File: config.mk
export PLATFORM = sky130hd
export DESIGN_NAME = sim_state_trace_recorder_flat
export DESIGN_NICKNAME = d
export VERILOG_FILES = /design/src/rtl/sim_state_trace_recorder_if.sv /design/src/rtl/sim_state_trace_recorder.sv /design/src/flat_wrapper.sv
export SDC_FILE = /design/constraint.sdc
export NUM_CORES = 1
export LEC_CHECK = 0
export CAP_MARGIN = 40
export CORE_ASPECT_RATIO = 1.75
export CORE_MARGIN = 2
export CORE_UTILIZATION = 35
export CTS_BUF_LIST = sky130_fd_sc_hd__clkbuf_8 sky130_fd_sc_hd__clkbuf_16
export DETAILED_ROUTE_END_ITERATION = 10
export GPL_TIMING_DRIVEN = 0
export PLACE_DENSITY = 0.65
export SLEW_MARGIN = 20
export SYNTH_ARGS = -nofsm -noshare
export SYNTH_HDL_FRONTEND = slang
export SYNTH_SLANG_ARGS = --single-unit
export TNS_END_PERCENT = 5
File: constraint.sdc
create_clock -name clk -period 3 [get_ports clk]
set_input_delay 0.45 -clock clk [delete_from_list [all_inputs] [get_ports clk]]
set_output_delay 0.45 -clock clk [all_outputs]
set_load 0.01 [all_outputs]
File: src/rtl/sim_state_trace_recorder_if.sv
// Purpose: bundles the recorder's sample inputs, control strobes and trace-sink handshake.
// Latency: n/a (wiring only).
// Backpressure: out_valid/out_ready on the sink side; sample side has no backpressure.
// Optional: TRACE_STATS_EN adds stat_sel/stat_count.
interface sim_state_trace_recorder_if #(
  parameter int MAX_CYCLE_WIDTH = 5,
  parameter int DEPTH           = 8,
  parameter int DROP_WIDTH      = 8
);
  logic [1:0]                 state;
  logic [MAX_CYCLE_WIDTH-1:0] current_cycle;
  logic                       enable;
  logic                       clear;
  logic                       out_valid;
  logic                       out_ready;
  logic [1:0]                 out_state;
  logic [MAX_CYCLE_WIDTH-1:0] out_cycle;
  logic                       out_wrap;
  logic [$clog2(DEPTH):0]     count;
  logic                       overflow;
  logic [DROP_WIDTH-1:0]      drop_count;
`ifdef TRACE_STATS_EN
  logic [1:0]                 stat_sel;
  logic [15:0]                stat_count;
`endif

  // Driver side: simulator/testbench feeding samples and consuming records.
  modport master (
    output state, current_cycle, enable, clear, out_ready,
`ifdef TRACE_STATS_EN
    output stat_sel,
    input  stat_count,
`endif
    input  out_valid, out_state, out_cycle, out_wrap, count, overflow, drop_count
  );

  // Recorder side.
  modport slave (
    input  state, current_cycle, enable, clear, out_ready,
`ifdef TRACE_STATS_EN
    input  stat_sel,
    output stat_count,
`endif
    output out_valid, out_state, out_cycle, out_wrap, count, overflow, drop_count
  );
endinterface

File: src/rtl/sim_state_trace_recorder.sv
// Purpose: records every change of the 2-bit simulator state as {state, cycle, wrap} into a FIFO.
// Latency: an event in cycle k is visible at the head from cycle k+1 (no bypass).
// Backpressure: holds the head while out_ready=0; events hitting a full FIFO without a pop are
// dropped and counted.
// Optional: TRACE_STATS_EN adds per-state 16-bit saturating occupancy counters.
module sim_state_trace_recorder #(
  parameter int MAX_CYCLE_WIDTH = 5,
  parameter int DEPTH           = 8,
  parameter int DROP_WIDTH      = 8
) (
  input logic clk,
  input logic reset,
  sim_state_trace_recorder_if.slave bus
);
  localparam int PW = $clog2(DEPTH);
  localparam int CW = PW + 1;
  localparam logic [CW-1:0] LP_FULL = CW'(DEPTH);

  logic [1:0]                 r_mem_state [DEPTH];
  logic [MAX_CYCLE_WIDTH-1:0] r_mem_cycle [DEPTH];
  logic                       r_mem_wrap  [DEPTH];
  logic [PW-1:0]              r_wr_ptr, r_rd_ptr;
  logic [CW-1:0]              r_count;
  logic                       r_overflow;
  logic [DROP_WIDTH-1:0]      r_drop_count;
  logic [1:0]                 r_prev_state;
  logic [MAX_CYCLE_WIDTH-1:0] r_prev_cycle;
  logic                       r_primed;
  logic                       r_wrap_pend;

  logic w_valid, w_full, w_pop, w_event, w_wrap_now, w_push, w_drop, w_rec_wrap;

  assign w_valid    = (r_count != '0);
  assign w_full     = (r_count == LP_FULL);
  // clear wins over everything: no pop, no event, no write in that cycle.
  assign w_pop      = w_valid && bus.out_ready && !bus.clear;
  assign w_event    = bus.enable && !bus.clear && (!r_primed || (bus.state != r_prev_state));
  assign w_wrap_now = bus.enable && !bus.clear && r_primed && (bus.current_cycle < r_prev_cycle);
  // A full FIFO that pops in the same cycle still has room for the new tail.
  assign w_push     = w_event && (!w_full || w_pop);
  assign w_drop     = w_event && w_full && !w_pop;
  // A wrap seen in the event cycle itself belongs to that record.
  assign w_rec_wrap = r_wrap_pend || w_wrap_now;

  // Sample tracking: previous state/cycle, primed flag and pending wrap.
  always_ff @(posedge clk or posedge reset) begin
    if (reset) begin
      r_prev_state <= '0;
      r_prev_cycle <= '0;
      r_primed     <= 1'b0;
      r_wrap_pend  <= 1'b0;
    end else if (bus.clear) begin
      r_primed     <= 1'b0;
      r_wrap_pend  <= 1'b0;
    end else begin
      if (bus.enable) begin
        r_prev_state <= bus.state;
        r_prev_cycle <= bus.current_cycle;
        r_primed     <= 1'b1;
      end
      // Only an actual write consumes the pending wrap; a dropped record leaves it pending.
      if (w_push) begin
        r_wrap_pend <= 1'b0;
      end else if (w_wrap_now) begin
        r_wrap_pend <= 1'b1;
      end
    end
  end

  // FIFO pointers, occupancy and overflow accounting.
  always_ff @(posedge clk or posedge reset) begin
    if (reset) begin
      r_wr_ptr     <= '0;
      r_rd_ptr     <= '0;
      r_count      <= '0;
      r_overflow   <= 1'b0;
      r_drop_count <= '0;
    end else if (bus.clear) begin
      r_wr_ptr     <= '0;
      r_rd_ptr     <= '0;
      r_count      <= '0;
      r_overflow   <= 1'b0;
      r_drop_count <= '0;
    end else begin
      if (w_push) r_wr_ptr <= r_wr_ptr + 1'b1;
      if (w_pop)  r_rd_ptr <= r_rd_ptr + 1'b1;
      case ({w_push, w_pop})
        2'b10:   r_count <= r_count + 1'b1;
        2'b01:   r_count <= r_count - 1'b1;
        default: r_count <= r_count;
      endcase
      if (w_drop) begin
        r_overflow <= 1'b1;
        if (!(&r_drop_count)) r_drop_count <= r_drop_count + 1'b1;
      end
    end
  end

  // Record storage; contents are don't-care until written, outputs are gated by occupancy.
  always_ff @(posedge clk) begin
    if (w_push) begin
      r_mem_state[r_wr_ptr] <= bus.state;
      r_mem_cycle[r_wr_ptr] <= bus.current_cycle;
      r_mem_wrap[r_wr_ptr]  <= w_rec_wrap;
    end
  end

  assign bus.out_valid  = w_valid;
  assign bus.out_state  = w_valid ? r_mem_state[r_rd_ptr] : 2'b00;
  assign bus.out_cycle  = w_valid ? r_mem_cycle[r_rd_ptr] : '0;
  assign bus.out_wrap   = w_valid ? r_mem_wrap[r_rd_ptr]  : 1'b0;
  assign bus.count      = r_count;
  assign bus.overflow   = r_overflow;
  assign bus.drop_count = r_drop_count;

`ifdef TRACE_STATS_EN
  logic [15:0] r_stat [4];

  // Per-state residency counters: one increment per enabled cycle, saturating.
  always_ff @(posedge clk or posedge reset) begin
    if (reset) begin
      for (int i = 0; i < 4; i++) r_stat[i] <= '0;
    end else if (bus.clear) begin
      for (int i = 0; i < 4; i++) r_stat[i] <= '0;
    end else if (bus.enable && !(&r_stat[bus.state])) begin
      r_stat[bus.state] <= r_stat[bus.state] + 1'b1;
    end
  end

  assign bus.stat_count = r_stat[bus.stat_sel];
`endif
endmodule
File: src/flat_wrapper.sv
// flat-port wrapper written by rule: the top's interface ports become plain ports
module sim_state_trace_recorder_flat 
#(
  parameter int MAX_CYCLE_WIDTH = 5,
  parameter int DEPTH           = 8,
  parameter int DROP_WIDTH      = 8
)
  (clk, reset, bus_state, bus_current_cycle, bus_enable, bus_clear, bus_out_ready, bus_out_valid, bus_out_state, bus_out_cycle, bus_out_wrap, bus_count, bus_overflow, bus_drop_count);
  sim_state_trace_recorder_if #(.MAX_CYCLE_WIDTH(MAX_CYCLE_WIDTH), .DEPTH(DEPTH), .DROP_WIDTH(DROP_WIDTH)) bus_i ();
  input logic clk;
  input logic reset;
  input wire logic [$bits(bus_i.state)-1:0] bus_state;
  input wire logic [$bits(bus_i.current_cycle)-1:0] bus_current_cycle;
  input wire logic [$bits(bus_i.enable)-1:0] bus_enable;
  input wire logic [$bits(bus_i.clear)-1:0] bus_clear;
  input wire logic [$bits(bus_i.out_ready)-1:0] bus_out_ready;
  output wire logic [$bits(bus_i.out_valid)-1:0] bus_out_valid;
  output wire logic [$bits(bus_i.out_state)-1:0] bus_out_state;
  output wire logic [$bits(bus_i.out_cycle)-1:0] bus_out_cycle;
  output wire logic [$bits(bus_i.out_wrap)-1:0] bus_out_wrap;
  output wire logic [$bits(bus_i.count)-1:0] bus_count;
  output wire logic [$bits(bus_i.overflow)-1:0] bus_overflow;
  output wire logic [$bits(bus_i.drop_count)-1:0] bus_drop_count;
  assign bus_i.state = bus_state;
  assign bus_i.current_cycle = bus_current_cycle;
  assign bus_i.enable = bus_enable;
  assign bus_i.clear = bus_clear;
  assign bus_i.out_ready = bus_out_ready;
  assign bus_out_valid = bus_i.out_valid;
  assign bus_out_state = bus_i.out_state;
  assign bus_out_cycle = bus_i.out_cycle;
  assign bus_out_wrap = bus_i.out_wrap;
  assign bus_count = bus_i.count;
  assign bus_overflow = bus_i.overflow;
  assign bus_drop_count = bus_i.drop_count;
  sim_state_trace_recorder #(.MAX_CYCLE_WIDTH(MAX_CYCLE_WIDTH), .DEPTH(DEPTH), .DROP_WIDTH(DROP_WIDTH)) u_core (.clk(clk), .reset(reset), .bus(bus_i));
endmodule
==> results.txt <==
Fmax: 349.4 MHz
Iteration count of the initial detailed-routing pass: 4
RSZ-0062 raised after global routing: no
Main combinational cell family by area after synthesis: multiplexers
Reg2reg setup slack: 140 ps
HP Class: in -> async
Synth area leaders: edfxtp_1 48%, dfrtp_1 17%, mux4_2 8.9%
Post-synthesis simple-gate area fraction: 0.09724
Max Slew Vio Count: 0
Share of layout cells above drive strength 1: 0.2212
Nets: 338
Syn avg cell area: 15.31 um^2
CTS tree: yes
Grt ovf: 0
CTS Root Cell: clkbuf_16
Mapped Nets: 285
Seq/Total Area, Yosys: 0.6511
Largest net degree at the start of global routing: 29
Floorplan core area: 0.01117 mm^2
Compound-gate portion of the synthesized area: 0.03324
Crit. End Element: flop
Adder-cell share of the synthesized area: 0.03293
MaxCap Viol Count: 0
DRT iter0 DRCs: 143
Synthesized area: 0.004028 mm^2
Final Hold Vio Count: 0
CP required: 3210 ps
Clock transition at the registers of the reported paths: 60 ps
Synth Area in XOR/XNOR: 0.02827
Hold WS: 507.8 ps
Peak VDD IR: 0.0003477 V
Critical R2R Launch: u_core.bus.count[0]
Fillers: 980
Post-route cell area: 0.004957 mm^2
Routed via count: 2325
Place WS: -835.0 ps
Die area: 0.01242 mm^2
Yosys Warn Count: 0
Data arrival time at the worst-slack endpoint: 3070 ps
Number of synthesized flops with an enable pin: 64
R2R cell count: 11
Diodes inserted: 0
Synth cell types: 43
DRC: 0
Worst-Skew Late Latency: 330 ps
Status: completed
Clock skew: 7.618 ps
Initial core utilization: 0.3607
# port buffers: 33
Yosys reg bits: 92
Worst Setup SP: u_core.bus.count[0]
Area Overhead vs Synth: 23.08%
Placed cell count: 435
Total GRT Usage: 0.1376
Lkg Pwr: 1.819 nW
Initial antenna violation count: 0
Vias per Instance: 5.132
Total power: 3.588 mW
Critical Path Start Type: flop
Area after DPL: 0.004586 mm^2
H-tree depth: 3
CP Max Fanout: 7
Final std cells w/o fill: 453
Slew HR: 0.4700
Pwr dens: 723.8 mW/mm^2
Number of global-route vias before repair: 2523
CP endpoint: u_core.bus.count[3]
Post-DP HPWL: 5770 um
# IOs: 34
Final core utilization: 0.4439
Tmin final: 2862 ps
First-pass GRT wire length: 12840 um
Setup TNS: 0 ps
Period utilization: 0.9539
Critical R2R Capture: u_core.bus.count[3]
Detail Route Antenna Nets: 0
Placement Rows: 51
Yosys top cell by area: edfxtp_1
Worst-margin pin slew: 795.1 ps
# setup viols final: 0
Die Y: 145.9 um
Total CTS buffers: 9
Crit Path Category: reg -> reg
Clock buffer depth: 2
Drt total wl: 8009 um
Post-synth top area share: 0.4772
Final WS setup: 138.3 ps
Clock Sinks: 92
Horiz. Die Dim: 85.09 um
Wire per inst: 17.68 um
Gate Count Post-Synth: 263
GP Congestion: 0.8231
Top_reg_cell synth: edfxtp_1
Mux cell area share after synthesis: 0.1351
Ys async rst share: 0.3043
[cell usage after synthesis, types with 2 or more instances]
master    count
edfxtp_1     64
nor2_1       32
dfrtp_1      28
mux4_2       16
mux2i_1      15
inv_1        10
ha_1          9
nand2_1       9
xnor2_1       8
nand2b_1      6
nor3_1        6
xor2_1        5
clkbuf_1      4
nand3_1       4
nor4_1        4
o21ai_0       4
and3_2        3
buf_1         3
mux2_2        3
a21o_1        2
a21oi_1       2
and3_1        2
buf_2         2
nor4b_1       2
o31ai_1       2
[timing repair]
action / in CTS / in global routing
hold buffers: 0 / 0
endpoints found under the setup margin: 21 / 40
resized for setup: 12 / 6
pin swaps: 2 / 0
buffers inserted: 2 / 0
[state kept, by name, indices dropped and copies added, names as in the netlist, 3 cells and up]
register,cells
u_core.r_prev_cycle,5
u_core.r_mem_wrap,8
u_core.r_mem_cycle,40
u_core.bus.drop_count,8
u_core.r_wr_ptr,3
u_core.r_rd_ptr,3
u_core.bus.count,4
u_core.r_mem_state,16
[worst min path at each step]
stage                        endpoint  depth (start not counted)                   start  slack (ps)
4_1_cts           u_core.bus.overflow                          1     u_core.bus.overflow         520
5_1_grt           u_core.bus.overflow                          1     u_core.bus.overflow         530
2_1_floorplan  u_core.r_prev_cycle[0]                          1  u_core.r_prev_cycle[0]         480
3_3_place_gp   u_core.r_prev_cycle[0]                          1  u_core.r_prev_cycle[0]         490
6_report       u_core.r_prev_cycle[1]                          2                   reset         510
3_5_place_dp      u_core.bus.overflow                          1     u_core.bus.overflow         490
[power breakdown]
part	internal, mW	total, mW	switching, mW
registers	1.42	1.49	0.0669
clock network	0.668	1.13	0.460
logic	0.510	0.970	0.460
total	2.60	3.59	0.987
[cells in the final DEF (no fill, tap or decap), drive strengths merged, types with 2 or more instances in the layout]
cell	synthesis	layout
o31ai	3	3
xnor2	8	8
ha	9	9
edfxtp	64	64
clkbuf	4	15
nor3	7	7
o21ai	4	4
dfrtp	28	28
nor4b	2	2
and3	5	5
nor2	32	32
xor2	5	5
mux2	3	3
mux2i	15	15
nand3	4	4
clkinv	0	2
nand2b	6	6
inv	11	13
nand2	9	9
a21oi	2	2
nor4	5	5
a21o	3	3
buf	6	14
mux4	16	16
clkdlybuf4s50	0	31
[kinds of logic (layout without fill, tap and decap cells)]
group	Yosys count	after routing
AO/OA/AOI/OAI	18	18
XOR/XNOR	13	13
adder cells (fa/ha/maj)	10	10
buffers and inverters	21	79
flip-flops	92	92
multiplexers	34	34
AND/OR/NAND/NOR	75	75
[critical path, stage by stage (launching register included)]
cell       delay [ps]
dfrtp_1           490
nor4_4            330
inv_2              60
and2_4            160
buf_6             130
and3_2            240
ha_1              270
a21o_2            210
a21oi_2           190
and3_2            220
nor3_1             50
a2111oi_1         380
[layout make-up]
cell class,count,area (um^2),share of cell area
multi-input combinational,150,1366,0.2756
inverter,11,41.29,0.008329
sequential,92,2623,0.5290
clock buffer,10,239.0,0.04821
timing repair buffer,42,399.1,0.08052
clock inverter,6,63.81,0.01287
buffer,10,60.06,0.01212
tap,132,165.2,0.03332
[routing by layer]
metal	part of all wire	vias to the layer above	wire length, um	global-route usage
met2	0.55	44	4401	0.2410
li1	-	1089	-	-
met3	0.023	20	183	0.02326
met4	0.039	0	309	0.08810
met1	0.39	1172	3114	0.1497
met5	0	-	0	0
Power figures use the tool's default switching activity.
